===== src/rtl/keypad_emulator_if.sv =====
// Scanner-side signal bundle of the keypad emulator: column drive in, row lines
// out, plus the press request handshake and status.
interface keypad_emulator_if;
  logic [3:0] columnas;
  logic [3:0] key_code;
  logic       press_valid;
  logic       press_ready;
  logic [3:0] filas;
  logic       busy;
  logic       done;
  logic       contact;

  modport master (
    output columnas, key_code, press_valid,
    input  press_ready, filas, busy, done, contact
  );

  modport slave (
    input  columnas, key_code, press_valid,
    output press_ready, filas, busy, done, contact
  );
endinterface


===== src/rtl/keypad_emulator.sv =====
// Passive 4x4 matrix keypad model: replays one requested key press with
// pseudo-random contact bounce on press and release, driving the row lines.
module keypad_emulator #(
  parameter int unsigned BOUNCE_CYCLES = 2700,
  parameter int unsigned HOLD_CYCLES   = 270000,
  parameter int unsigned BOUNCE_TOGGLE = 64,
  parameter logic [15:0] LFSR_SEED     = 16'hACE1
) (
  input logic         clk,
  input logic         reset,
  keypad_emulator_if.slave kp
);

  localparam int unsigned CNT_MAX = (BOUNCE_CYCLES > HOLD_CYCLES) ? BOUNCE_CYCLES : HOLD_CYCLES;
  localparam int unsigned CW      = (CNT_MAX < 2) ? 1 : $clog2(CNT_MAX);
  localparam int unsigned TW      = $clog2(BOUNCE_TOGGLE + 1);

  localparam logic [CW-1:0] HOLD_LOAD   = CW'(HOLD_CYCLES - 1);
  localparam logic [CW-1:0] BOUNCE_LOAD = CW'((BOUNCE_CYCLES == 0) ? 0 : BOUNCE_CYCLES - 1);
  localparam logic [TW-1:0] TOGGLE_MASK = TW'(BOUNCE_TOGGLE - 1);

  typedef enum logic [2:0] {
    IDLE,
    BOUNCE_IN,
    HELD,
    BOUNCE_OUT,
    DONE
  } state_t;

  state_t        state, state_nxt;
  logic [CW-1:0] phase_cnt;
  logic [TW-1:0] tgl_cnt;
  logic [TW-1:0] tgl_reload;
  logic [15:0]   lfsr;
  logic          lfsr_fb;
  logic [3:0]    code;
  logic          contact_q;
  logic          accept;
  logic          phase_end;
  logic          tgl_expire;
  logic [1:0]    row_idx;
  logic [1:0]    col_idx;
  logic [3:0]    row_oh;
  logic [3:0]    col_oh;

  assign accept     = kp.press_valid && (state == IDLE);
  assign phase_end  = (phase_cnt == '0);
  assign tgl_expire = (tgl_cnt <= TW'(1));
  assign tgl_reload = (lfsr[TW-1:0] & TOGGLE_MASK) + TW'(1);
  assign lfsr_fb    = lfsr[15] ^ lfsr[13] ^ lfsr[12] ^ lfsr[10];

  // State register
  always_ff @(posedge clk or posedge reset) begin
    if (reset) state <= IDLE;
    else       state <= state_nxt;
  end

  // Next-state logic
  always_comb begin
    state_nxt = state;
    case (state)
      IDLE:       if (accept) state_nxt = (BOUNCE_CYCLES == 0) ? HELD : BOUNCE_IN;
      BOUNCE_IN:  if (phase_end) state_nxt = HELD;
      HELD:       if (phase_end) state_nxt = (BOUNCE_CYCLES == 0) ? DONE : BOUNCE_OUT;
      BOUNCE_OUT: if (phase_end) state_nxt = DONE;
      DONE:       state_nxt = IDLE;
      default:    state_nxt = IDLE;
    endcase
  end

  // Outputs decoded from state
  always_comb begin
    kp.press_ready = (state == IDLE);
    kp.busy        = (state != IDLE);
    kp.done        = (state == DONE);
  end

  // Phase counter holds cycles-remaining-minus-one; the toggle timer runs 1..BOUNCE_TOGGLE
  always_ff @(posedge clk or posedge reset) begin
    if (reset) begin
      phase_cnt <= '0;
      tgl_cnt   <= '0;
      lfsr      <= LFSR_SEED;
      code      <= '0;
      contact_q <= 1'b0;
    end else begin
      if (state != IDLE) lfsr <= {lfsr[14:0], lfsr_fb};
      case (state)
        IDLE: begin
          if (accept) begin
            code      <= kp.key_code;
            contact_q <= 1'b1;
            tgl_cnt   <= tgl_reload;
            phase_cnt <= (BOUNCE_CYCLES == 0) ? HOLD_LOAD : BOUNCE_LOAD;
          end
        end
        BOUNCE_IN: begin
          if (phase_end) begin
            contact_q <= 1'b1;
            phase_cnt <= HOLD_LOAD;
          end else begin
            phase_cnt <= phase_cnt - CW'(1);
            if (tgl_expire) begin
              contact_q <= ~contact_q;
              tgl_cnt   <= tgl_reload;
            end else begin
              tgl_cnt <= tgl_cnt - TW'(1);
            end
          end
        end
        HELD: begin
          if (phase_end) begin
            if (BOUNCE_CYCLES == 0) begin
              contact_q <= 1'b0;
            end else begin
              tgl_cnt   <= tgl_reload;
              phase_cnt <= BOUNCE_LOAD;
            end
          end else begin
            phase_cnt <= phase_cnt - CW'(1);
          end
        end
        BOUNCE_OUT: begin
          if (phase_end) begin
            contact_q <= 1'b0;
          end else begin
            phase_cnt <= phase_cnt - CW'(1);
            if (tgl_expire) begin
              contact_q <= ~contact_q;
              tgl_cnt   <= tgl_reload;
            end else begin
              tgl_cnt <= tgl_cnt - TW'(1);
            end
          end
        end
        DONE:    contact_q <= 1'b0;
        default: contact_q <= 1'b0;
      endcase
    end
  end

  // Key map: code -> (row, column), matching the scanner's decode
  always_comb begin
    row_idx = 2'd0;
    col_idx = 2'd0;
    case (code)
      4'h1: begin row_idx = 2'd0; col_idx = 2'd0; end
      4'h2: begin row_idx = 2'd0; col_idx = 2'd1; end
      4'h3: begin row_idx = 2'd0; col_idx = 2'd2; end
      4'hA: begin row_idx = 2'd0; col_idx = 2'd3; end
      4'h4: begin row_idx = 2'd1; col_idx = 2'd0; end
      4'h5: begin row_idx = 2'd1; col_idx = 2'd1; end
      4'h6: begin row_idx = 2'd1; col_idx = 2'd2; end
      4'hB: begin row_idx = 2'd1; col_idx = 2'd3; end
      4'h7: begin row_idx = 2'd2; col_idx = 2'd0; end
      4'h8: begin row_idx = 2'd2; col_idx = 2'd1; end
      4'h9: begin row_idx = 2'd2; col_idx = 2'd2; end
      4'hC: begin row_idx = 2'd2; col_idx = 2'd3; end
      4'hD: begin row_idx = 2'd3; col_idx = 2'd0; end
      4'h0: begin row_idx = 2'd3; col_idx = 2'd1; end
      4'hE: begin row_idx = 2'd3; col_idx = 2'd2; end
      4'hF: begin row_idx = 2'd3; col_idx = 2'd3; end
      default: begin row_idx = 2'd0; col_idx = 2'd0; end
    endcase
    row_oh = 4'b1000 >> row_idx;
    col_oh = 4'b1000 >> col_idx;
  end

  // Electrical model: any overlapping active column connects the row
  always_comb begin
    kp.contact = contact_q;
    kp.filas   = (contact_q && ((kp.columnas & col_oh) != 4'b0000)) ? row_oh : 4'b0000;
  end

endmodule

===== src/flat_wrapper.sv =====
// flat-port wrapper written by rule: the top's interface ports become plain ports
module keypad_emulator_flat 
#(
  parameter int unsigned BOUNCE_CYCLES = 2700,
  parameter int unsigned HOLD_CYCLES   = 270000,
  parameter int unsigned BOUNCE_TOGGLE = 64,
  parameter logic [15:0] LFSR_SEED     = 16'hACE1
)
  (clk, reset, kp_columnas, kp_key_code, kp_press_valid, kp_press_ready, kp_filas, kp_busy, kp_done, kp_contact);
  keypad_emulator_if kp_i ();
  input logic clk;
  input logic reset;
  input wire logic [$bits(kp_i.columnas)-1:0] kp_columnas;
  input wire logic [$bits(kp_i.key_code)-1:0] kp_key_code;
  input wire logic [$bits(kp_i.press_valid)-1:0] kp_press_valid;
  output wire logic [$bits(kp_i.press_ready)-1:0] kp_press_ready;
  output wire logic [$bits(kp_i.filas)-1:0] kp_filas;
  output wire logic [$bits(kp_i.busy)-1:0] kp_busy;
  output wire logic [$bits(kp_i.done)-1:0] kp_done;
  output wire logic [$bits(kp_i.contact)-1:0] kp_contact;
  assign kp_i.columnas = kp_columnas;
  assign kp_i.key_code = kp_key_code;
  assign kp_i.press_valid = kp_press_valid;
  assign kp_press_ready = kp_i.press_ready;
  assign kp_filas = kp_i.filas;
  assign kp_busy = kp_i.busy;
  assign kp_done = kp_i.done;
  assign kp_contact = kp_i.contact;
  keypad_emulator #(.BOUNCE_CYCLES(BOUNCE_CYCLES), .HOLD_CYCLES(HOLD_CYCLES), .BOUNCE_TOGGLE(BOUNCE_TOGGLE), .LFSR_SEED(LFSR_SEED)) u_core (.clk(clk), .reset(reset), .kp(kp_i));
endmodule

===== config.mk =====
export PLATFORM = sky130hd
export DESIGN_NAME = keypad_emulator_flat
export DESIGN_NICKNAME = d
export VERILOG_FILES = /design/src/rtl/keypad_emulator_if.sv /design/src/rtl/keypad_emulator.sv /design/src/flat_wrapper.sv
export SDC_FILE = /design/constraint.sdc
export NUM_CORES = 1
export LEC_CHECK = 0
export CELL_PAD_IN_SITES_DETAIL_PLACEMENT = 1
export CELL_PAD_IN_SITES_GLOBAL_PLACEMENT = 1
export CORE_MARGIN = 3
export CORE_UTILIZATION = 50
export DETAILED_ROUTE_END_ITERATION = 8
export PLACE_DENSITY_LB_ADDON = 0.1
export RECOVER_POWER = 50
export SLEW_MARGIN = 25
export SYNTH_ARGS = -nofsm -noshare
export SYNTH_HDL_FRONTEND = slang
export SYNTH_SLANG_ARGS = --single-unit

===== constraint.sdc =====
create_clock -name clk -period 4.6 [get_ports clk]
set_input_delay 0.46 -clock clk [delete_from_list [all_inputs] [get_ports clk]]
set_output_delay 0.46 -clock clk [all_outputs]
set_load 0.02 [all_outputs]

=== After elaboration in Yosys (flattened, before gate mapping) ===
Memories as Yosys holds them, arrays and structs flattened.
Index checks and enable logic that the tools add are counted.

* Register bits after elaboration: 50
* Memory bits (read-only): 64
* Input port bits: 11
* Output and inout bits: 8
* Logic and storage cells: 64
* Memories: 1

* Add/subtract/negate cells: 3
* Order comparisons: 1
* Eq/ne operators: 10
* Shift operators: 2
* Mux-type cells: 21
* Bitwise logic cells: 6
* Reductions and logical operators: 14

{| class="wikitable"
|+ Memories
! memory !! words !! width !! read ports !! clocked after memory_dff !! wr ports !! line !! source
|-
| (name not given) || 16 || 4 || 1 || 0 || 0 || keypad_emulator.sv:146 || <nowiki>case (code)</nowiki>
|}

{| class="wikitable"
|+ Operator list
! operator !! count
|-
| $mux 19 || 4
|-
| $pmux 19 s4 || 1
|-
| $mux 7 || 4
|-
| $pmux 7 s3 || 1
|-
| $logic_not 19->1 || 1
|-
| $sub 19x1->19 const B || 1
|-
| $mux 3 || 4
|-
| $pmux 3 s4 || 1
|-
| $ne 2x1->1 const B || 4
|-
| $reduce_and 4->1 || 2
|-
| $reduce_bool 4->1 || 2
|-
| $shr 4x2->4 const A || 2
|-
| $add 6x1->7 const B || 1
|-
| $le 7x1->1 const B || 1
|-
| $sub 7x1->7 const B || 1
|-
| $eq 3x2->1 const B || 2
|-
| $reduce_bool 3->1 || 2
|-
| $and 4x4->4 || 1
|-
| $mux 1 || 4
|-
| $mux 4 || 1
|-
| $ne 2x2->1 const B || 2
|-
| $pmux 1 s4 || 1
|-
| $reduce_and 2->1 || 2
|-
| $eq 3x1->1 const B || 1
|-
| other kinds (7) || 11
|}

=== Depth between registers and ports, before layout ===
Gate-level depths: netlist of run 1.
An unclocked memory read counts as a cell.

* Word-level depth: 6
* Depth in mapped cells: 9
* Depth with buffers taken out: 8

=== Worst setup path after synthesis of run 1 ===
Ideal clock, no wire load.

* Kind: register -> output
* Start point: reg u_core.code[0]
* End point: out kp_filas[2]
* Arrival time: 2.336 ns
* Data required time: 4.140 ns
* Path slack: 1.804 ns
* Stages on the path, launching flop included: 8
* Path buffers: 0
* Path through: dfrtp_1 inv_1 ha_1 nor2_1 a221oi_1 a21oi_1 mux4_2 nor4b_1

* Word-level cells in the longest chain between the ends: 6
* Elaborated cells between the ends (all ways): 7
* Those cells by class: 2 x shift; 1 x mux; 1 x bitwise; 2 x reduce/logical; 1 x memory

{| class="wikitable"
|+ Ends and longest elaborated chain
! item !! line !! source
|-
| start: declaration || keypad_emulator.sv:36 || <nowiki>logic [3:0] code;</nowiki>
|-
| start signal: assignment || keypad_emulator.sv:91 || <nowiki>code <= kp.key_code;</nowiki>
|-
| $mem_v2 16x4 (*) || - ||
|-
| $shr 4x2->4 || keypad_emulator.sv:166 || <nowiki>col_oh = 4'b1000 >> col_idx;</nowiki>
|-
| $and 4x4->4 || keypad_emulator.sv:172 || <nowiki>kp.filas = (contact_q && ((kp.columnas & col_oh) != 4'b0000)) ? row_oh : 4'b0000;</nowiki>
|-
| $reduce_bool 4->1 || keypad_emulator.sv:172 ||
|-
| $logic_and 1x1->1 || keypad_emulator.sv:172 ||
|-
| $mux 4 (*) || keypad_emulator.sv:172 ||
|-
| end: declaration || flat_wrapper.sv:17 || <nowiki>output wire logic [$bits(kp_i.filas)-1:0] kp_filas;</nowiki>
|}

Mark *: on every way between the ends. The rest lies on a longest branch, timed or not.

=== Worst setup path in the final report of run 1 ===
* Start point: reg u_core.code[0]
* End point: out kp_filas[3]

Same word-level chain as after synthesis.

==> key figures, run 1 <==
Synthesis
  – Netlist cell types: 60
  – Sequential fraction of the synthesis area: 41.5%
  – Instance count of the mapped netlist: 313
  – Mapped cell area: 3040 um2
  – Syn. warnings: 0
  – Area leader, netlist: dfrtp_1
  – Most common cell in the netlist: dfrtp_1
  – Ys async rst share: 100%
  – FF+latch count, synth: 50
  – Avg Inst Size Synth: 9.70 um2
  – Post-synth EDFFs: 0
  – Yosys top cell area share: 34.6%
  – Synth top cells by count: 42 x dfrtp_1, 21 x nor2_1, 19 x inv_1, 19 x mux2_2, 17 x nand2_1
  – Ys flop type: dfrtp_1
  – Synth area leaders: dfrtp_1 35%, mux2_2 7.0%, dfstp_2 6.9%
  – Post-synthesis net count: 334

Layout
  – Post-Layout Cell Count: 401
  – # diodes: 0
  – Area delta synth->final: 10.7%
  – Filler cell count: 635
  – NumNets Final: 349
  – Share of layout cells above drive strength 1: 14.6%
  – Post-route design area: 3360 um2
  – Final core utilization: 59.2%

Power and ir drop
  – Leakage: 1.42 nW
  – Sequential power share: 47.5%
  – Sw Share: 35.8%
  – Power share of the clock group: 23.0%
  – Switch Pwr: 0.485 mW
  – Pwr Total: 1.35 mW
  – Power Internal: 0.869 mW
  – PD cells: 403 nW/um2
  – Combinational Power Share: 29.6%
  – Worst VDD drop: 0.207 mV

Die
  – Die footprint: 7040 um2
  – Die Span X: 83.9 um
  – Core Box Area: 5680 um2
  – Die Y: 83.9 um
  – Initial Util: 53.5%
  – Ports: 19
  – Row count: 27

Global routing
  – Vias in the first global route: 2607
  – Largest net degree at the start of global routing: 51
  – Initial antenna violation count: 0
  – First-pass GRT wire length: 12.7 mm
  – Gr ovfl total: 0
  – Total GRT Usage: 21.9%

STA
  – Final hold vios: 0
  – Period utilisation layout: 75.7%
  – Setup Skew: 10.2 ps
  – Worst hold slack: 505 ps
  – Final min period: 3480 ps
  – Final worst-path setup slack: 1120 ps
  – RSZ-0062 raised after global routing: no
  – Setup total negative slack: 0 ps
  – Final slew viol count: 51
  – Slew margin rel.: -48.7%
  – Max Clk Rate: 287 MHz
  – Finish-stage setup viols: 0
  – Worst-Margin Slew: 2220 ps

Drt
  – DRC Markers: 0
  – Post-route antenna net violation count: 0
  – Total Wirelength: 7.41 mm
  – DRT iter0 DRCs: 139
  – Drt wl/cell: 18.5 um
  – Total number of vias: 2535
  – Routed vias/inst: 6.32
  – First-pass DRT Iterations: 4

Clock tree
  – CTS Sinks: 50
  – CTS resizes: 0
  – Max H-tree Level: 2
  – Clk root buf: clkbuf_8
  – Num CTS Buffers: 5
  – CTS tree: yes
  – Clock Tree Buf Depth: 2
  – # Post-CTS Setup Buffers: 0
  – Clock transition at the registers of the reported paths: 90 ps
  – Worst-Skew Late Latency: 310 ps
  – CTS Hold Bufs: 0

Critical path
  – Worst path required time: 4140 ps
  – Buffer and inverter count on the worst path: 2
  – Critical Path Max Stage Delay: 660 ps
  – Crit path launch type: flop
  – Slowest stage cell on the critical path: clkdlybuf4s50_1
  – Critical path class: reg -> out
  – Critical-path cell list: inv_1 -> ha_1 -> nor2_1 -> a221oi_1 -> a21oi_1 -> mux4_2 -> nor4b_1 -> clkdlybuf4s50_1
  – CP delay by family, top: buffers and inverters
  – Crit path max fanout: 4
  – CP endpoint kind: primary output
  – Arrival @ worst endpoint: 3020 ps

Status
  – Status: finished with violations
  – Failing checks: max-capacitance violations, max-slew violations

Hold path
  – Hold Crit Class: reg -> reg

Placed design
  – Port buffer count: 18
  – DP Area: 3260 um2
  – Routability cong.: 0.821
  – Dpl ws: 1430 ps
  – DP HPWL: 5.30 mm
  – Post-Place Cells: 393

Job
  – Max-Cap Viols: 1
-- power by group through the flow --
| stage | registers (mW) | logic [mW] | clock network [mW] |
|---|---|---|---|
| finish | 0.643 | 0.400 | 0.311 |
| global route | 0.659 | 0.452 | 0.340 |
| CTS | 0.639 | 0.404 | 0.322 |
| detailed placement | 0.647 | 0.399 | 0 |
| global placement | 0.640 | 0.378 | 0 |
| floorplan | 0.615 | 0.303 | 0 |
-- layout by cell type, fill, tap and decap left out, types with 8 or more instances in the layout --
cell type and instances:
ha_1 10, dfstp_2 8, clkdlybuf4s50_1 17, inv_1 18
nand3_1 11, o21ai_1 8, nor2_1 21, a22oi_1 8
o21ai_0 14, dfrtp_1 42, a21oi_1 14, nor3_1 12
nand2_1 17, mux2_2 19
-- per-layer routing --
layer	track usage [%]	part of all wire, %	wire [um]	vias to the layer above
li1	-	-	-	1189
met1	29.0	46	3380	1284
met2	37.4	50	3680	48
met3	3.36	3.3	244	14
met4	5.85	1.5	109	0
met5	0	0	0	-
-- logic make-up (layout without fill, tap and decap cells) --
logic type | Yosys count | count (layout) | share of synthesized area [%]
simple gates | 104 | 104 | 18.8
compound gates | 85 | 85 | 19.4
flops | 50 | 50 | 41.5
buf+inv | 32 | 48 | 4.70
mux | 23 | 23 | 8.82
fa+ha+maj | 10 | 10 | 4.12
xor+xnor | 9 | 9 | 2.60
-- final cells by class --
class	count	area, um2	area share [%]
Sequential cell	50	1260	37.5
Clock inverter	3	40.0	1.19
Tap cell	72	90.1	2.68
Timing Repair Buffer	20	191	5.70
Inverter	20	76.3	2.27
Multi-Input combinational cell	231	1630	48.6
Clock buffer	5	68.8	2.05
-- path summary, 6_finish.rpt --
kind                                startpoint             endpoint  slack (ps)  cells after the start
setup / recovery                u_core.code[0]          kp_filas[3]        1120                      8
hold reg to reg            u_core.phase_cnt[7]  u_core.phase_cnt[7]         510                      1
setup reg to reg           u_core.phase_cnt[0]    u_core.tgl_cnt[1]        1680                      8
hold / removal             u_core.phase_cnt[7]  u_core.phase_cnt[7]         510                      1
min in group asynchronous                reset  u_core.phase_cnt[7]        1180                      2
max in group asynchronous                reset    u_core.tgl_cnt[2]        2410                      2
-- flip-flops by register name, indices dropped and copies added (netlist names) --
register and count:
u_core.phase_cnt 19, u_core.code 4, u_core.kp.contact 1, u_core.lfsr 16, u_core.state 3, u_core.tgl_cnt 7
Note: power is estimated with default switching activity, not from simulation.
==> inputs of run 2 (changes only) <==
Settings changed: CORE_UTILIZATION 50 to 47.
Clock period 4.6 ns to 3.49 ns, I/O delays scaled along.
==> run 2 against run 1 <==
The flow still finishes with violations (max-capacitance violations, max-slew violations). Critical endpoint is now kp_filas[1]. Register-to-register slack got worse by 1000 ps. Utilization fell by 3.7 points. Clock skew rose by 4.6 ps. Combinational power rose by 33%. Critical path depth did not move.
==> key figures, run 2 (synthesized netlist as in run 1, its figures left out) <==
STA
  – Final hold vios: 0 (unchanged)
  – Final slew viol count: 51 (unchanged)
  – Max Clk Rate: 312 MHz
  – Setup total negative slack: 0 ps (unchanged)
  – RSZ-0062 raised after global routing: no
  – Period utilisation layout: 91.9%
  – Finish-stage setup viols: 0 (unchanged)
  – Setup Skew: 14.7 ps (+4.57 ps)
  – Final min period: 3210 ps
  – Worst-Margin Slew: 2200 ps (-18.7 ps)
  – Slew margin rel.: -47.4% (+1.3 points)
  – Final worst-path setup slack: 283 ps (-834 ps)

Layout
  – Filler cell count: 694 (+9.3%)
  – Post-route design area: 3380 um2 (+0.75%)
  – Most frequent cells in the layout: 42 x dfrtp_1, 21 x nor2_1, 19 x mux2_2
  – Share of layout cells above drive strength 1: 15.1% (+0.52 points)
  – FF+latch area: 1260 um2 (unchanged)
  – Area occupied by multi-input gates: 1630 um2 (unchanged)
  – Largest register FFs: 19 (unchanged)
  – NumNets Final: 351 (+0.57%)
  – Final core utilization: 55.5% (-3.7 points)
  – Area delta synth->final: 11.5%
  – # diodes: 0 (unchanged)
  – Most common cell after layout, fill and taps aside: dfrtp_1
  – Largest register by flop count: u_core.phase_cnt
  – Biggest regs: u_core.phase_cnt: 19 flops, u_core.lfsr: 16 flops, u_core.tgl_cnt: 7 flops

Critical path
  – Critical path class: reg -> out
  – Buffer and inverter count on the worst path: 2 (unchanged)
  – CP delay by family, top: buffers and inverters
  – CP endpoint kind: primary output
  – Worst path required time: 3140 ps (-1000 ps)
  – Crit path launch type: flop
  – Arrival @ worst endpoint: 2860 ps (-160 ps)
  – Critical Path Max Stage Delay: 600 ps (-60 ps)
  – Crit path max fanout: 4 (unchanged)
  – Slowest stage cell on the critical path: clkdlybuf4s50_1
  – Worst reg-to-reg setup slack: 630 ps (-1050 ps)
  – Critical-path cell list: inv_1 -> ha_1 -> nor2_1 -> a221oi_1 -> a21oi_1 -> mux4_2 -> and4b_1 -> clkdlybuf4s50_1

Clock tree
  – Max H-tree Level: 2 (unchanged)
  – CTS resizes: 0 (unchanged)
  – CTS Sinks: 50 (unchanged)
  – Worst-Skew Late Latency: 310 ps (about the same)
  – Clk root buf: clkbuf_8
  – Clock transition at the registers of the reported paths: 90 ps (about the same)
  – Num CTS Buffers: 5 (unchanged)
  – Clock Tree Buf Depth: 2 (unchanged)
  – CTS tree: yes
  – # Post-CTS Setup Buffers: 0 (unchanged)
  – CTS Hold Bufs: 0 (unchanged)

Drt
  – Drt wl/cell: 17.5 um (-5.2%)
  – DRT iter0 DRCs: 140 (+0.72%)
  – Total Wirelength: 7.11 mm (-4.0%)
  – Routed vias/inst: 6.14 (-2.9%)
  – DRC Markers: 0 (unchanged)
  – Post-route antenna net violation count: 0 (unchanged)
  – First-pass DRT Iterations: 4 (unchanged)
  – Total number of vias: 2491 (-1.7%)

Status
  – Status: finished with violations
  – Failing checks: max-capacitance violations, max-slew violations

Die
  – Row count: 28 (+3.7%)
  – Core Box Area: 6100 um2 (+7.4%)
  – Die Y: 86.4 um (+2.9%)
  – Die Span X: 86.4 um (+2.9%)
  – Ports: 19 (unchanged)
  – Die footprint: 7460 um2 (+5.9%)
  – Initial Util: 49.8% (-3.7 points)

Global routing
  – Largest net degree at the start of global routing: 51 (unchanged)
  – First-pass GRT wire length: 12.6 mm (-1.4%)
  – Gr ovfl total: 0 (unchanged)
  – Initial antenna violation count: 0 (unchanged)
  – Vias in the first global route: 2602 (-0.19%)
  – Total GRT Usage: 21.0% (-0.89 points)

Power and ir drop
  – Combinational Power Share: 30.0% (+0.4 points)
  – Leakage: 1.46 nW (+3.1%)
  – Power share of the clock group: 22.1% (-0.9 points)
  – PD cells: 524 nW/um2 (+30%)
  – Sw Share: 35.5% (-0.30 points)
  – Power Internal: 1.14 mW (+32%)
  – Switch Pwr: 0.629 mW (+30%)
  – Sequential power share: 47.9% (+0.4 points)
  – Worst VDD drop: 0.234 mV (+13%)

Hold path
  – Hold Crit Class: reg -> reg

Placed design
  – Routability cong.: 0.786 (-4.3%)
  – Port buffer count: 18 (unchanged)
  – Dpl ws: 459 ps (-970 ps)
  – DP HPWL: 5.20 mm (-1.9%)
  – DP Area: 3280 um2 (+0.58%)

Job
  – Max-Cap Viols: 1 (unchanged)
==> run 2: per-stage QoR <==
step	hold slack (ps)	total power, mW	std cells
after detailed placement	496	1.39	398
after global routing	535	1.91	406
after global placement	485	1.36	398
final	504	1.77	406
after CTS	497	1.79	406
after floorplan	465	1.21	313
==> run 2: final cells by class <==
class / count / share of cell area (%)
multi-input combinational: 231 / 48.2
sequential: 50 / 37.3
tap: 75 / 2.77
inverter: 20 / 2.26
timing repair buffer: 22 / 6.25
clock buffer: 8 / 3.25
==> run 2: final timing paths <==
check / startpoint / endpoint / cells after the start
setup / recovery: u_core.code[0] / kp_filas[1] / 8
hold / removal: u_core.phase_cnt[7] / u_core.phase_cnt[7] / 1
setup reg to reg: u_core.phase_cnt[1] / u_core.phase_cnt[16] / 7
hold reg to reg: u_core.phase_cnt[7] / u_core.phase_cnt[7] / 1
max in group asynchronous: reset / u_core.tgl_cnt[0] / 2
min in group asynchronous: reset / u_core.phase_cnt[17] / 2
==> run 2: power groups by stage <==
stage	registers [mW]	logic (mW)	clock network, mW
2_1_floorplan	0.811	0.400	0
3_3_place_gp	0.845	0.515	0
3_5_place_dp	0.851	0.539	0
4_1_cts	0.844	0.539	0.407
5_1_grt	0.875	0.605	0.431
6_report	0.849	0.532	0.393
==> run 2: metal layers <==
layer | up-vias | share of wire [%] | GRT usage (%)
met4 | 0 | 0.96 | 4.67
met3 | 7 | 3.0 | 3.80
met5 | - | 0 | 0
li1 | 1196 | - | -
met1 | 1256 | 48 | 28.8
met2 | 32 | 48 | 34.8
==> inputs of run 3 (changes only) <==
Settings changed: PLACE_DENSITY set to 0.9, PLACE_DENSITY_LB_ADDON 0.1 to unset, SKIP_CTS_REPAIR_TIMING set to 1.
==> run 3 against run 2 <==
The run still ends with max-capacitance violations, max-slew violations left. Maximum frequency decreased by 4.1%. Sequential power about the same. Non-clock buffer count is the same. First-iteration DRC count increased by 0.71%. Final cell count did not move. Global-route usage up 0.69 points. Register-to-register slack lost 20 ps. Die area unchanged. Combinational power increased by 4%. Clock power up 6.1%.
==> key figures, run 3 (synthesized netlist as in run 1, its figures left out) <==
Layout
  – Largest register FFs: 19 (unchanged)
  – # diodes: 0 (unchanged)
  – Area occupied by multi-input gates: 1630 um2 (unchanged)
  – NumNets Final: 351 (unchanged)
  – Share of layout cells above drive strength 1: 15.1% (unchanged)
  – Most common cell after layout, fill and taps aside: dfrtp_1
  – FF+latch area: 1260 um2 (unchanged)
  – Area delta synth->final: 11.5% (about the same)
  – Filler cell count: 715 (+3.0%)
  – Most frequent cells in the layout: 42 x dfrtp_1, 21 x nor2_1, 19 x mux2_2
  – Biggest regs: u_core.phase_cnt: 19 flops, u_core.lfsr: 16 flops, u_core.tgl_cnt: 7 flops
  – Largest register by flop count: u_core.phase_cnt

Drt
  – DRC Markers: 0 (unchanged)
  – Total Wirelength: 7.69 mm (+8.2%)
  – First-pass DRT Iterations: 4 (unchanged)
  – Routed vias/inst: 6.26 (+2.1%)
  – Drt wl/cell: 19.0 um (+8.2%)
  – Post-route antenna net violation count: 0 (unchanged)
  – Total number of vias: 2543 (+2.1%)
  – DRT iter0 DRCs: 141 (+0.71%)

Placed design
  – Routability cong.: 0.812 (+3.4%)
  – Port buffer count: 18 (unchanged)
  – DP HPWL: 5.56 mm (+6.9%)
  – Dpl ws: 383 ps (-76.2 ps)

Critical path
  – Arrival @ worst endpoint: 2990 ps (+130 ps)
  – Reg2reg start: u_core.phase_cnt[0]
  – Path depth of the worst reg2reg path: 8 (+1)
  – Worst path required time: 3140 ps (about the same)
  – Critical path class: reg -> out
  – Crit path max fanout: 5 (+1)
  – Worst reg-to-reg setup slack: 610 ps (-20 ps)
  – Crit path launch type: flop
  – Crit Reg-Reg Endpoint: u_core.tgl_cnt[1]
  – CP endpoint kind: primary output

Clock tree
  – Worst-Skew Late Latency: 310 ps (about the same)
  – Max H-tree Level: 2 (unchanged)
  – Num CTS Buffers: 5 (unchanged)
  – Clock Tree Buf Depth: 2 (unchanged)
  – CTS Sinks: 50 (unchanged)
  – Clk root buf: clkbuf_8
  – CTS tree: yes
  – Clock transition at the registers of the reported paths: 100 ps (about the same)

STA
  – Final slew viol count: 51 (unchanged)
  – Finish-stage setup viols: 0 (unchanged)
  – Setup Skew: 6.64 ps (-8.10 ps)
  – Final min period: 3340 ps (+136 ps)
  – Setup total negative slack: 0 ps (unchanged)
  – Period utilisation layout: 95.8% (+3.9 points)
  – Final worst-path setup slack: 147 ps (-136 ps)
  – Max Clk Rate: 299 MHz (-4.1%)
  – RSZ-0062 raised after global routing: no
  – Slew margin rel.: -48.4% (-0.94 points)
  – Final hold vios: 0 (unchanged)
  – Worst-Margin Slew: 2210 ps (+14.1 ps)

Global routing
  – First-pass GRT wire length: 13.0 mm (+3.8%)
  – Most crowded layer after global routing: met2
  – Met1 usage: 28.3% (-0.50 points)
  – Total GRT Usage: 21.7% (+0.69 points)
  – Met3 Resource Use GR: 3.80% (unchanged)
  – Gr ovfl total: 0 (unchanged)
  – Initial antenna violation count: 0 (unchanged)
  – Largest net degree at the start of global routing: 51 (unchanged)
  – Met2 Usage GRT: 36.6% (+1.8 points)
  – Vias in the first global route: 2643 (+1.6%)

Power and ir drop
  – PD cells: 538 nW/um2 (+2.7%)
  – Leakage: 1.47 nW (about the same)
  – Worst VDD drop: 0.250 mV (+6.7%)

Die
  – Die footprint: 7460 um2 (unchanged)
  – Row count: 28 (unchanged)
  – Core Box Area: 6100 um2 (unchanged)
  – Initial Util: 49.8% (unchanged)
  – Ports: 19 (unchanged)
  – Die Span X: 86.4 um (unchanged)
  – Die Y: 86.4 um (unchanged)

Hold path
  – Worst Hold End: u_core.phase_cnt[7]
  – Hold Crit Class: reg -> reg
  – Hold path startpoint: u_core.phase_cnt[7]
  – WHS Path Cells: 1 (unchanged)

Status
  – Status: finished with violations
  – Failing checks: max-capacitance violations, max-slew violations

Job
  – Max-Cap Viols: 1 (unchanged)
## run 3: changes by cell type in the layout (fill, tap and decap cells not counted), sizes merged
cell	delta
bufinv	+1
clkbuf	-3
clkinv	+2
## run 3: through the flow
stage,util (%),hold WS [ps],area (um2),total power [mW],instances
6_report,55.5,505,3380,1.82,406
2_1_floorplan,-,465,3040,1.21,313
3_5_place_dp,53.8,497,3280,1.41,398
4_1_cts,55.5,511,3390,1.82,406
5_1_grt,55.5,541,3380,1.93,406
3_3_place_gp,53.8,484,3280,1.35,398
## run 3: cell type report
cell class	instances	share of cell area, %
Multi-Input combinational cell	231	48.2
Sequential cell	50	37.3
Clock buffer	5	2.03
Inverter	20	2.26
Clock inverter	3	1.18
Tap cell	75	2.77
Timing Repair Buffer	22	6.25
## run 3: how the worst max path moves through the flow
stage                   startpoint     endpoint  slack, ps  cells past startpoint
floorplan           u_core.code[0]  kp_filas[2]        810                      7
global placement    u_core.code[1]  kp_filas[3]        570                      8
detailed placement  u_core.code[1]  kp_filas[2]        380                      8
CTS                 u_core.code[1]  kp_filas[2]         20                      8
global route        u_core.code[1]  kp_filas[1]          7                      8
finish              u_core.code[1]  kp_filas[1]        150                      8
## run 3: report_power, final
part	switching [mW]	leakage, nW	total (mW)	internal (mW)
clock	0.205	0.0579	0.417	0.211
sequential	0.159	0.612	0.852	0.693
combinational	0.300	0.796	0.551	0.250
total	0.664	1.47	1.82	1.16
## run 3: worst max-delay path: stages (launching register included)
cell	delay (ps)
dfrtp_1	440
inv_1	110
ha_1	210
nor2_1	150
a221oi_1	110
a21oi_1	240
mux4_2	570
and4b_1	260
clkdlybuf4s50_1	600
## run 3: metal layers
layer | routed length, um | vias up
li1 | - | 1196
met1 | 3470 | 1284
met2 | 3830 | 46
met3 | 265 | 17
met4 | 134 | 0
met5 | 0 | -
